--- config.mk ---
export PLATFORM = sky130hd
export DESIGN_NAME = press_decoder
export DESIGN_NICKNAME = d
export VERILOG_FILES = /design/src/rtl/press_decoder.sv
export SDC_FILE = /design/constraint.sdc
export NUM_CORES = 1
export LEC_CHECK = 0
export ABC_AREA = 1
export BUFFER_PORTS_ARGS = -buffer_cell sky130_fd_sc_hd__clkbuf_2
export CAP_MARGIN = 20
export CORE_MARGIN = 2
export CORE_UTILIZATION = 55
export CTS_BUF_LIST = sky130_fd_sc_hd__clkbuf_4 sky130_fd_sc_hd__clkbuf_8
export DETAILED_ROUTE_END_ITERATION = 6
export PLACE_DENSITY = 0.72
export SYNTH_ARGS = -nofsm -noshare
export SYNTH_HDL_FRONTEND = slang
export SYNTH_SLANG_ARGS = --single-unit
--- constraint.sdc ---
create_clock -name clk -period 3.5 [get_ports clk]
set_clock_uncertainty 0.05 [all_clocks]
set_input_delay 0.35 -clock clk [delete_from_list [all_inputs] [get_ports clk]]
set_output_delay 0.35 -clock clk [all_outputs]
set_load 0.05 [all_outputs]
--- src/rtl/press_decoder.sv ---
// Classifies presses on a synchronous "button held" level into one-cycle
// single / double / long event strobes, one event per gesture.
module press_decoder #(
  parameter int LONG_CYCLES = 50_000_000,
  parameter int GAP_CYCLES  = 12_500_000
) (
  input  logic clk,
  input  logic rst,
  input  logic press,
  output logic single,
  output logic double,
  output logic long,
  output logic busy
);

  localparam int MAX_CYCLES = (LONG_CYCLES > GAP_CYCLES) ? LONG_CYCLES : GAP_CYCLES;
  localparam int CNT_W      = (MAX_CYCLES > 2) ? $clog2(MAX_CYCLES) : 1;

  localparam logic [CNT_W-1:0] LONG_LAST = CNT_W'(LONG_CYCLES - 1);
  localparam logic [CNT_W-1:0] GAP_LAST  = CNT_W'(GAP_CYCLES - 1);

  typedef enum logic [2:0] {
    RELEASE  = 3'd0,
    IDLE     = 3'd1,
    HELD1    = 3'd2,
    WAIT_GAP = 3'd3,
    HELD2    = 3'd4
  } state_t;

  state_t           state_q, state_d;
  logic [CNT_W-1:0] cnt_q, cnt_d;
  logic             single_q, single_d;
  logic             double_q, double_d;
  logic             long_q, long_d;

  // The counter is cleared on every state change, so it can never wrap.
  always_comb begin
    state_d  = state_q;
    cnt_d    = cnt_q;
    single_d = 1'b0;
    double_d = 1'b0;
    long_d   = 1'b0;
    case (state_q)
      RELEASE: begin
        if (!press) begin
          state_d = IDLE;
          cnt_d   = '0;
        end
      end
      IDLE: begin
        if (press) begin
          state_d = HELD1;
          cnt_d   = '0;
        end
      end
      HELD1: begin
        if (!press) begin
          state_d = WAIT_GAP;
          cnt_d   = '0;
        end else if (cnt_q == LONG_LAST) begin
          long_d  = 1'b1;
          state_d = RELEASE;
          cnt_d   = '0;
        end else begin
          cnt_d = cnt_q + CNT_W'(1);
        end
      end
      WAIT_GAP: begin
        if (press) begin
          state_d = HELD2;
          cnt_d   = '0;
        end else if (cnt_q == GAP_LAST) begin
          single_d = 1'b1;
          state_d  = IDLE;
          cnt_d    = '0;
        end else begin
          cnt_d = cnt_q + CNT_W'(1);
        end
      end
      HELD2: begin
        // Second press of any length is a double; no long detection here.
        if (!press) begin
          double_d = 1'b1;
          state_d  = IDLE;
          cnt_d    = '0;
        end
      end
      default: begin
        state_d = RELEASE;
        cnt_d   = '0;
      end
    endcase
  end

  always_ff @(posedge clk or negedge rst) begin
    if (!rst) begin
      state_q  <= RELEASE;
      cnt_q    <= '0;
      single_q <= 1'b0;
      double_q <= 1'b0;
      long_q   <= 1'b0;
    end else begin
      state_q  <= state_d;
      cnt_q    <= cnt_d;
      single_q <= single_d;
      double_q <= double_d;
      long_q   <= long_d;
    end
  end

  assign single = single_q;
  assign double = double_q;
  assign long   = long_q;
  assign busy   = (state_q != IDLE);

endmodule

# Yosys cells after proc, flatten, opt, wreduce, memory -nomap -nowiden
# Index checks and enable logic that the tools add are counted.
[op_classes] n_lt_le_gt_ge=0 multipliers=0 bitwise=0 shifts=0 reduce_logical=4 eq_ne=11 div=0 n_mux=22 add_sub_neg=1
[op_table] cell="two-way mux 26 bit" n=6
[op_table] cell="case mux 26 bit (4 select lines)" n=1
[op_table] cell="adder 26 x 1 -> 26 bit (second input constant)" n=1
[op_table] cell="== test 26 x 24 -> 1 bit (second input constant)" n=1
[op_table] cell="== test 26 bit (second input constant)" n=1
[op_table] cell="two-way mux 3 bit" n=6
[op_table] cell="case mux 3 bit (4 select lines)" n=1
[op_table] cell="two-way mux 1 bit" n=8
[op_table] cell="== test 3 x 2 -> 1 bit (second input constant)" n=2
[op_table] cell="inequality test 3 bit (second input constant)" n=2
[op_table] cell="inequality test 2 bit (second input constant)" n=2
[op_table] cell="AND reduction 4 bit" n=1
[op_table] cell="== test 3 x 1 -> 1 bit (second input constant)" n=1
[op_table] cell="== test 3 bit (second input constant)" n=1
[op_table] cell="zero test 3 bit" n=1
[op_table] cell="inequality test 3 x 1 -> 1 bit (second input constant)" n=1
[op_table] cell="AND reduction 2 bit" n=1
[op_table] cell="OR reduction 2 bit" n=1
[word_totals] mem_count=0 elab_cells=43 out_inout_bits=4 mem_bits_ro=0 latch_bits=0 ff_bits=32 in_bits=3 ramBits=0

# Logic depth before layout (Yosys ltp)
# Gate-level depths: netlist (run 1).
[logic_depth] word_depth=4 mapped_depth=11

# Worst setup path after synthesis (run 1)
# No wires, ideal clock.
[synth_timing] path_type="register to register" start="register state_q[2]" end="register cnt_q[11]" period_less_slack_ns=1.692 required_time_ns=3.337 path_slack_ns=1.808 path_buffers=0 t_arrival_ns=1.529 setup_time_ns=0.113 path_stages_with_launch=8 path_cell_list="dfrtp_1 > inv_1 > nand3_2 > a21oi_4 > nor2_1 > or2_2 > nand3_2 > inv_1"
[synth_between] elab_chain_len=4 word_cells_on_any_way=10
[synth_lines] item="start: declaration" line="30" text="state_t state_q, state_d;"
[synth_lines] item="start signal: assignment" line="103" text="state_q <= state_d;"
[synth_lines] item="== test 3 bit / zero test 3 bit (equally long branches)" line="43" text="case (state_q)"
[synth_lines] item="OR reduction 2 bit (no line)"
[synth_lines] item="inequality test 2 bit (no line)"
[synth_lines] item="AND reduction 2 bit (no line)"
[synth_lines] item="end signal: assignment" line="104" text="cnt_q <= cnt_d;"
[synth_lines] item="end: declaration" line="31" text="logic [CNT_W-1:0] cnt_q, cnt_d;"
# Parallel ways exist; a longest one is shown, timed or not.
# A chain may end at the register's enable or synchronous reset.

# Worst setup path after layout (run 1)
[layout_timing] start="register cnt_q[1]" end="register cnt_q[20]"
[layout_between] elab_chain_len=4 word_cells_on_any_way=8
[layout_lines] item="adder 26 x 1 -> 26 bit, or another cell as far along" line="65, 77"
[layout_lines] item="two-way mux 26 bit, on equally long branches" line="72, 60"
[layout_lines] item="two-way mux 26 bit, on equally long branches" line="69, 57"
[layout_lines] item="case mux 26 bit (4 select lines) (*)" line="43"
# Mark *: on every way between the ends. The rest lies on a longest branch, timed or not.

==> results of run 1 <==
-- report_power, final --
group          switching (mW)  total, mW  internal, mW
registers              0.0211      0.417         0.396
logic                   0.253      0.328        0.0747
clock network           0.138      0.313         0.175
total                   0.412       1.06         0.646
-- how the worst min path moves through the flow --
stage,cells past startpoint,to,from
global route,1,cnt_q[14]$_DFFE_PN0P_,rst
floorplan,0,cnt_q[0]$_DFFE_PN0P_,rst
global placement,1,cnt_q[10]$_DFFE_PN0P_,rst
CTS,1,cnt_q[10]$_DFFE_PN0P_,rst
finish,1,cnt_q[12]$_DFFE_PN0P_,rst
detailed placement,1,cnt_q[12]$_DFFE_PN0P_,rst
-- final cells by class --
class	instances	area share, %
clock buffer	7	4.217
inverter	53	8.817
multi-input combinational	227	47.97
sequential	32	35.05
tap	48	2.629
timing repair buffer	6	1.314
-- routing by layer --
metal	part of all wire (%)	GRT usage (%)	up-vias
met5	0	0	-
li1	-	-	1013
met1	47	35.37	911
met2	45	43.63	68
met4	2.1	7.908	0
met3	5.9	5.236	11
-- registers in the layout, summed over array words and instances, names as in the netlist --
name     cells
cnt_q       26
state_q      3
long         1
single       1
double       1
-- layout by cell type, fill, tap and decap left out, drive strengths merged --
cell	instances
nor3	8
inv	53
a31o	1
o211ai	1
nand3b	1
nand2	93
or2	1
dfrtp	32
xor2	3
o21ai	8
nand4	13
a21oi	1
nor2	54
a21o	1
o21bai	3
clkbuf	13
nand3	38
ha	1
-- worst max-delay path, stage by stage (launching register included) --
cell     delay (ps)
dfrtp_1         370
ha_1            210
nand2_2          80
nor2_4          170
nand2_2          90
nor2_2           80
nand2_1          80
nand2_2         100
nand3_4         210
inv_1           230
nor2_1           80
-- kinds of logic (layout without fill, tap and decap cells) --
group	count (synthesis)	count (layout)	synth area share, %
AOI/OAI and AO/OA	15	15	4.779
adders and majority gates	1	1	0.5827
xor gates and xnor gates	3	3	1.224
and+or+nand+nor	208	208	44.46
buffers and inverters	58	66	11.65
DFF	32	32	37.30
-- per-stage QoR --
step,area (um2),hold slack [ps],instances
after floorplan,2147,4.409,317
after CTS,2285,120.1,373
after global routing,2285,166.2,373
after detailed placement,2188,432.3,366
after global placement,2188,415.4,366
final,2285,86.47,373
==> flow_metrics.env, run 1 <==
export IMPL_dieArea_um2=4420
export IMPL_fin_ws_ps=1641
export IMPL_powerDensity_nw_per_um2=463.1
export IMPL_crit_type="flop to flop"
export IMPL_reg2reg_depth=10
export IMPL_setup_viol=0
export IMPL_p_leak_nw=1.114
export IMPL_hp_class="input pin to async pin"
export IMPL_drv_cap=0
export IMPL_fillers=378
export IMPL_synth_common_cells="nand2_1, inv_1, nor2_1"
export IMPL_postCtsResizedCells=0
export IMPL_crit_path_end_kind="flop"
export IMPL_synth_seq_area_share_pct=37.30
export IMPL_yosysMostFrequentCell="nand2_1"
export IMPL_clockBufferDepth=2
export IMPL_period_minus_slack_ps=1859
export IMPL_fmax_mhz=537.9
export IMPL_cts_made_buffers=5
export IMPL_total_power_mw=1.058
export IMPL_gp_congestion=0.9536
export IMPL_core_area_um2=3716
export IMPL_root_buffer="clkbuf_8"
export IMPL_clock_sinks=32
export IMPL_ff2ff_setup_slack_ps=1640
export IMPL_grt_start_max_net_pins=33
export IMPL_insertion_delay_ps=290
export IMPL_dp_hpwl_um=3745
export IMPL_slew_violations=0
export IMPL_grt_pass1_wl_um=8825
export IMPL_rsz0062_at_grt="false"
export IMPL_register_area_um2=800.8
export IMPL_synth_top_area_share_pct=37.30
export IMPL_synth_edff_count=0
export IMPL_pre_cts_slack_ps=1618
export IMPL_cts_tree="done"
export IMPL_setup_tns_ps=0
export IMPL_multi_input_area_um2=1096
export IMPL_antenna_left=0
export IMPL_die_w_um=66.48
export IMPL_syn_area_um2=2147
export IMPL_postCtsSetupBuffers=0
export IMPL_area_growth_pct=6.410
export IMPL_drt_iter0_drc=131
export IMPL_wl_um=5041
export IMPL_startpoint="cnt_q[1]$_DFFE_PN0P_"
export IMPL_worstPathRequired_ps=3630
export IMPL_antenna_cells=0
export IMPL_yosys_area_top_type="dfrtp_1"
export IMPL_nets=329
export IMPL_cts_htree_levels=2
export IMPL_vias_per_cell=5.370
export IMPL_first_pass_iters=5
export IMPL_path_clk_slew_ps=70
export IMPL_cp_max_fo=16
export IMPL_wl_per_cell_um=13.51
export IMPL_track_usage_pct=26.57
export IMPL_synthesis_nets=321
export IMPL_cp_endpoint="cnt_q[20]$_DFFE_PN0P_"
export IMPL_status="finished, final reports clean"
export IMPL_io_pins=7
export IMPL_hold_viol_final=0
export IMPL_worst_ep_arrival_time_ps=1990
export IMPL_worstMarginPinSlew_ps=807.8
export IMPL_maxSlewHeadroom_pct=46.14
export IMPL_worstReg2RegEnd="cnt_q[20]$_DFFE_PN0P_"
export IMPL_ys_flop_type="dfrtp_1"
export IMPL_postLayoutCoreUtil_pct=61.48
export IMPL_netlist_instances=317
export IMPL_worstSetupStartpointType="flop"
export IMPL_start_util_pct=57.78
export IMPL_avgSynthCellArea_um2=6.773
export IMPL_ys_top_cells_by_area="dfrtp_1, nand2_1, inv_1, nor2_1, nand3_1"
export IMPL_period_share_pct=53.11
export IMPL_drive_gt1_share_pct=11.08
export IMPL_holdBufCountCts=0
export IMPL_antenna_found_initial=0
export IMPL_yosysWarnings=0
export IMPL_rows=22
export IMPL_ys_types=29
export IMPL_via_count=2003
export IMPL_rr_startpoint="cnt_q[1]$_DFFE_PN0P_"
export IMPL_remaining_drc_errors=0
export IMPL_grt_pass1_vias=1870
export IMPL_synth_seq_cells=32
export IMPL_grt_overflow_total=0
export IMPL_die_h_um=66.48
export IMPL_async_flop_share_pct=100.0
export IMPL_ir_drop_mv=0.4495
export IMPL_portBuffers=6
No activity file was read; power rests on OpenSTA's default activity.
==> run 2: changes to the inputs <==
==> constraint.sdc (replaced) <==
create_clock -name clk -period 1.8 [get_ports clk]
set_clock_uncertainty 0.05 [all_clocks]
set_input_delay 0.18 -clock clk [delete_from_list [all_inputs] [get_ports clk]]
set_output_delay 0.18 -clock clk [all_outputs]
set_load 0.05 [all_outputs]
==> run 2 against run 1 <==
Utilization grew 3.5 points. Worst setup slack lost 1500 ps. Register-to-register slack worse by 1500 ps. Final area increased by 5.6%. First-iteration DRC count grew 66%. Hold slack gained 96 ps. Maximum frequency is 11% higher. Sequential share of layout area down 1.8 points. Global-route usage grew 1.8 points. Largest cell class unchanged.
==> flow_metrics.env, run 2 (synthesis gave the netlist of run 1 again) <==
export IMPL_status="finished, final reports clean"
export IMPL_via_count=2136
export IMPL_final_cell_mix="nand2_1, inv_1, nor2_1"
export IMPL_path_cells="ha_4, nand2_2, nor2_4, nand2_2, nor2_2, nand2_1, nand2_2, nand3_4, buf_6, nand3_1, inv_1"
export IMPL_min_from="press"
export IMPL_drv_cap=0
export IMPL_hold_viol_final=0
export IMPL_nets=342
export IMPL_cts_made_buffers=5
export IMPL_gp_congestion=0.9608
export IMPL_cpPeakStageDelay_ps=400
export IMPL_path_clk_slew_ps=60
export IMPL_top_regs="cnt_q (26), state_q (3)"
export IMPL_ir_drop_mv=0.9947
export IMPL_portBuffers=6
export IMPL_crit_path_end_kind="flop"
export IMPL_top_register="cnt_q"
export IMPL_crit_path_top_delay_cell="dfrtp_1"
export IMPL_min_path_cells=3
export IMPL_setup_tns_ps=0
export IMPL_whs_ps=182.3
export IMPL_core_area_um2=3716
export IMPL_cp_max_fo=8
export IMPL_die_h_um=66.48
export IMPL_worstMarginPinSlew_ps=484.8
export IMPL_rows=22
export IMPL_antenna_cells=0
export IMPL_grt_pass1_wl_um=9135
export IMPL_critPathBufInv=2
export IMPL_powerDensity_nw_per_um2=865.2
export IMPL_wl_per_cell_um=14.46
export IMPL_grt_pass1_vias=1978
export IMPL_area_growth_pct=12.41
export IMPL_reg2reg_depth=11
export IMPL_worst_ep_arrival_time_ps=1800
export IMPL_drt_iter0_drc=218
export IMPL_layout_commonest_cell="nand2_1"
export IMPL_rr_startpoint="cnt_q[1]$_DFFE_PN0P_"
export IMPL_ff2ff_setup_slack_ps=130
export IMPL_maxSlewHeadroom_pct=67.68
export IMPL_cpLargestDelayFamily="simple AND/OR/NAND/NOR gates"
export IMPL_postLayoutCoreUtil_pct=64.95
export IMPL_root_buffer="clkbuf_8"
export IMPL_io_pins=7
export IMPL_grt_overflow_total=0
export IMPL_clock_sinks=32
export IMPL_fillers=358
export IMPL_clockBufferDepth=2
export IMPL_track_usage_pct=28.39
export IMPL_worstSetupStartpointType="flop"
export IMPL_multi_input_area_um2=1127
export IMPL_die_w_um=66.48
export IMPL_largest_reg_flops=26
export IMPL_wl_um=5553
export IMPL_period_minus_slack_ps=1674
export IMPL_vias_per_cell=5.563
export IMPL_grt_start_max_net_pins=30
export IMPL_period_share_pct=93.02
export IMPL_remaining_drc_errors=0
export IMPL_cts_tree="done"
export IMPL_p_leak_nw=1.182
export IMPL_register_area_um2=802.0
export IMPL_drive_gt1_share_pct=15.48
export IMPL_worstReg2RegEnd="cnt_q[3]$_DFFE_PN0P_"
export IMPL_slew_violations=0
export IMPL_insertion_delay_ps=290
export IMPL_holdPathEnd="long$_DFF_PN0_"
export IMPL_first_pass_iters=4
export IMPL_setup_viol=0
export IMPL_crit_type="flop to flop"
export IMPL_start_util_pct=57.78
export IMPL_dieArea_um2=4420
export IMPL_antenna_found_initial=0
export IMPL_fmax_mhz=597.3
export IMPL_hp_class="input pin to flop"
export IMPL_cts_htree_levels=2
export IMPL_antenna_left=0
export IMPL_dp_hpwl_um=4136
export IMPL_crit_path_frequent_cell="nand2_2"
export IMPL_worstPathRequired_ps=1930
run 2: routing by layer:
metal	global-route usage, %	wire length, um
met5	0	0
met4	11.99	119
met3	6.081	369
met2	44.13	2555
met1	38.24	2509
run 2: area by class of cell:
class | count | area share [%]
clock buffers | 5 | 2.851
flip-flops and latches | 32 | 33.23
repair buffers | 19 | 6.221
multi-input cells | 227 | 46.71
inverters | 53 | 8.502
well taps | 48 | 2.488
run 2: worst max path at each step:
stage / startpoint / to / slack [ps] / cells past startpoint
4_1_cts: cnt_q[1]$_DFFE_PN0P_ / cnt_q[20]$_DFFE_PN0P_ / 40 / 10
2_1_floorplan: state_q[2]$_DFFE_PN0P_ / cnt_q[11]$_DFFE_PN0P_ / 110 / 7
3_3_place_gp: cnt_q[1]$_DFFE_PN0P_ / cnt_q[20]$_DFFE_PN0P_ / 140 / 10
5_1_grt: cnt_q[1]$_DFFE_PN0P_ / cnt_q[3]$_DFFE_PN0P_ / -2 / 11
3_5_place_dp: cnt_q[1]$_DFFE_PN0P_ / cnt_q[20]$_DFFE_PN0P_ / 80 / 10
6_report: cnt_q[1]$_DFFE_PN0P_ / cnt_q[3]$_DFFE_PN0P_ / 130 / 11
run 2: report_power, final:
group	leakage (nW)	internal [mW]	switching (mW)
registers	0.441	0.771	0.0502
clock network	0.0359	0.249	0.251
logic	0.704	0.220	0.548
total	1.18	1.24	0.848
run 2: per-stage QoR:
stage	power [mW]	setup WS, ps	std cells	cell area [um2]
2_1_floorplan	1.382	108.0	317	2147
3_3_place_gp	1.533	138.1	377	2283
3_5_place_dp	1.545	79.58	377	2283
4_1_cts	2.050	41.28	383	2362
5_1_grt	2.208	-2.496	384	2414
6_report	2.088	125.7	384	2414
run 2: what timing repair did:
action                                  in CTS  in global routing
hold buffers                                 1                  0
endpoints found under the hold margin       16                  0
endpoints found under the setup margin       0                 27
buffers inserted                             0                  1
resized for setup                            0                 11
run 2: worst min-delay path, stage by stage:
cell and delay [ps]:
clkbuf_2 110, inv_4 110, nor3_1 80
==> run 3: changes to the inputs <==
--- a/config.mk
+++ b/config.mk
@@ -11,8 +11,9 @@
 export CORE_MARGIN = 2
 export CORE_UTILIZATION = 55
 export CTS_BUF_LIST = sky130_fd_sc_hd__clkbuf_4 sky130_fd_sc_hd__clkbuf_8
+export CTS_CLUSTER_DIAMETER = 50
 export DETAILED_ROUTE_END_ITERATION = 6
-export PLACE_DENSITY = 0.72
+export PLACE_DENSITY_LB_ADDON = 0.3
 export SYNTH_ARGS = -nofsm -noshare
 export SYNTH_HDL_FRONTEND = slang
 export SYNTH_SLANG_ARGS = --single-unit
==> run 3 against run 2 <==
Final area up 4.4%. Largest cell class unchanged. Sequential cell count unchanged. Clock-buffer cell count up 2. Total power up 12%. First-iteration DRC count up 4.6%. Sequential power about the same. Global-route usage down 0.41 points. Utilization up 2.8 points. Via count about the same. Wire length down 0.79%.
==> flow_metrics.env, run 3 (synthesis gave the netlist of run 1 again) <==
export IMPL_status="finished, final reports clean"
export IMPL_dieArea_um2=4420
export IMPL_reg2reg_depth=11
export IMPL_min_path_cells=3
export IMPL_nets=344
export IMPL_slew_violations=0
export IMPL_die_h_um=66.48
export IMPL_gp_congestion=0.9441
export IMPL_remaining_drc_errors=0
export IMPL_worstPathRequired_ps=1940
export IMPL_via_count=2134
export IMPL_period_share_pct=96.23
export IMPL_final_cell_mix="nand2_1, inv_1, nor2_1"
export IMPL_worstMarginPinSlew_ps=563.4
export IMPL_antenna_cells=0
export IMPL_io_pins=7
export IMPL_clockBufferDepth=2
export IMPL_drive_gt1_share_pct=20.23
export IMPL_drv_cap=0
export IMPL_root_buffer="clkbuf_8"
export IMPL_dp_hpwl_um=3959
export IMPL_p_leak_nw=1.208
export IMPL_cp_max_fo=6
export IMPL_whs_ps=181.0
export IMPL_grt_pass1_wl_um=9239
export IMPL_ir_drop_mv=1.040
export IMPL_ff2ff_setup_slack_ps=70
export IMPL_portBuffers=6
export IMPL_layout_commonest_cell="nand2_1"
export IMPL_powerDensity_nw_per_um2=930.1
export IMPL_core_area_um2=3716
export IMPL_clock_sinks=32
export IMPL_wl_per_cell_um=14.16
export IMPL_cts_tree="done"
export IMPL_stdcell_count=389
export IMPL_track_usage_pct=27.99
export IMPL_antenna_found_initial=0
export IMPL_drt_iter0_drc=228
export IMPL_cts_made_buffers=5
export IMPL_vias_per_cell=5.486
export IMPL_hp_class="input pin to flop"
export IMPL_worstSetupStartpointType="flop"
export IMPL_fmax_mhz=577.3
export IMPL_rsz0062_at_grt="true"
export IMPL_first_pass_iters=5
export IMPL_top_regs="cnt_q (26), state_q (3)"
export IMPL_start_util_pct=57.78
export IMPL_crit_type="flop to flop"
export IMPL_antenna_left=0
export IMPL_maxSlewHeadroom_pct=62.44
export IMPL_period_minus_slack_ps=1732
export IMPL_cts_htree_levels=2
export IMPL_area_growth_pct=17.31
export IMPL_path_clk_slew_ps=70
export IMPL_hold_viol_final=0
export IMPL_grt_overflow_total=0
export IMPL_fillers=317
export IMPL_insertion_delay_ps=300
export IMPL_crit_path_end_kind="flop"
export IMPL_worst_ep_arrival_time_ps=1870
export IMPL_largest_reg_flops=26
export IMPL_die_w_um=66.48
export IMPL_wl_um=5509
export IMPL_grt_pass1_vias=2068
export IMPL_setup_viol=0
export IMPL_top_register="cnt_q"
export IMPL_rows=22
export IMPL_grt_start_max_net_pins=30
export IMPL_place_inst=375
==> run 3: cell types whose count changed in the layout (fill, tap and decap cells not counted), sizes merged <==
| cell | before | now |
|---|---|---|
| clkbuf | 11 | 14 |
| buf | 12 | 13 |
| clkinvlp | 1 | 2 |
==> run 3: critical path: stages (launching register included) <==
cell       delay (ps)
dfrtp_1           410
ha_4              170
nand2_4            50
nor2_4            140
nand2_2            70
nor2_1             80
nand2_1            90
nand2_2           110
nand3_4           140
clkbuf_16         210
nand3_2            60
inv_1              40
==> run 3: cell type report <==
| type | instances | area [um2] | area share, % |
|---|---|---|---|
| Multi-Input combinational cell | 227 | 1182 | 46.94 |
| Sequential cell | 32 | 803.3 | 31.89 |
| Inverter | 53 | 205.2 | 8.147 |
| Timing Repair Buffer | 21 | 170.2 | 6.756 |
| Clock buffer | 7 | 90.09 | 3.577 |
| Tap cell | 48 | 60.06 | 2.384 |
| Clock inverter | 1 | 7.507 | 0.2981 |
==> run 3: power by group <==
part / internal [mW] / total, mW / switching (mW)
combinational: 0.318 / 0.918 / 0.600
sequential: 0.771 / 0.820 / 0.0496
clock: 0.326 / 0.604 / 0.279
==> run 3: what timing repair did <==
action	CTS	global route
pin swaps	0	1
endpoints found under the hold margin	19	0
gates cloned	0	1
endpoints found under the setup margin	1	23
buffers inserted	0	4
hold buffers	1	0
resized for setup	1	26
==> run 3: metal layers <==
layer	track usage, %	routed length [um]	vias up
met5	0	0	-
met4	12.76	126	0
met3	6.419	321	15
met2	46.50	2703	68
met1	34.42	2358	1005
li1	-	-	1046
==> run 3: metrics by stage <==
step	setup slack [ps]	power (mW)	area [um2]	util, %	setup TNS (ps)
after global routing	-32.64	2.461	2519	67.78	-252.4
after CTS	8.575	2.106	2366	63.67	0
final	67.80	2.343	2519	67.78	0
after global placement	96.31	1.500	2256	60.71	0
after floorplan	108.0	1.382	2147	-	0
after detailed placement	25.27	1.508	2256	60.71	0
==> run 3: worst paths after layout <==
path | end | startpoint
hold / removal | long$_DFF_PN0_ | press
max in group asynchronous | state_q[2]$_DFFE_PN0P_ | rst
setup / recovery | cnt_q[18]$_DFFE_PN0P_ | cnt_q[1]$_DFFE_PN0P_
min in group asynchronous | cnt_q[10]$_DFFE_PN0P_ | rst
setup reg to reg | cnt_q[18]$_DFFE_PN0P_ | cnt_q[1]$_DFFE_PN0P_
hold reg to reg | state_q[2]$_DFFE_PN0P_ | state_q[2]$_DFFE_PN0P_
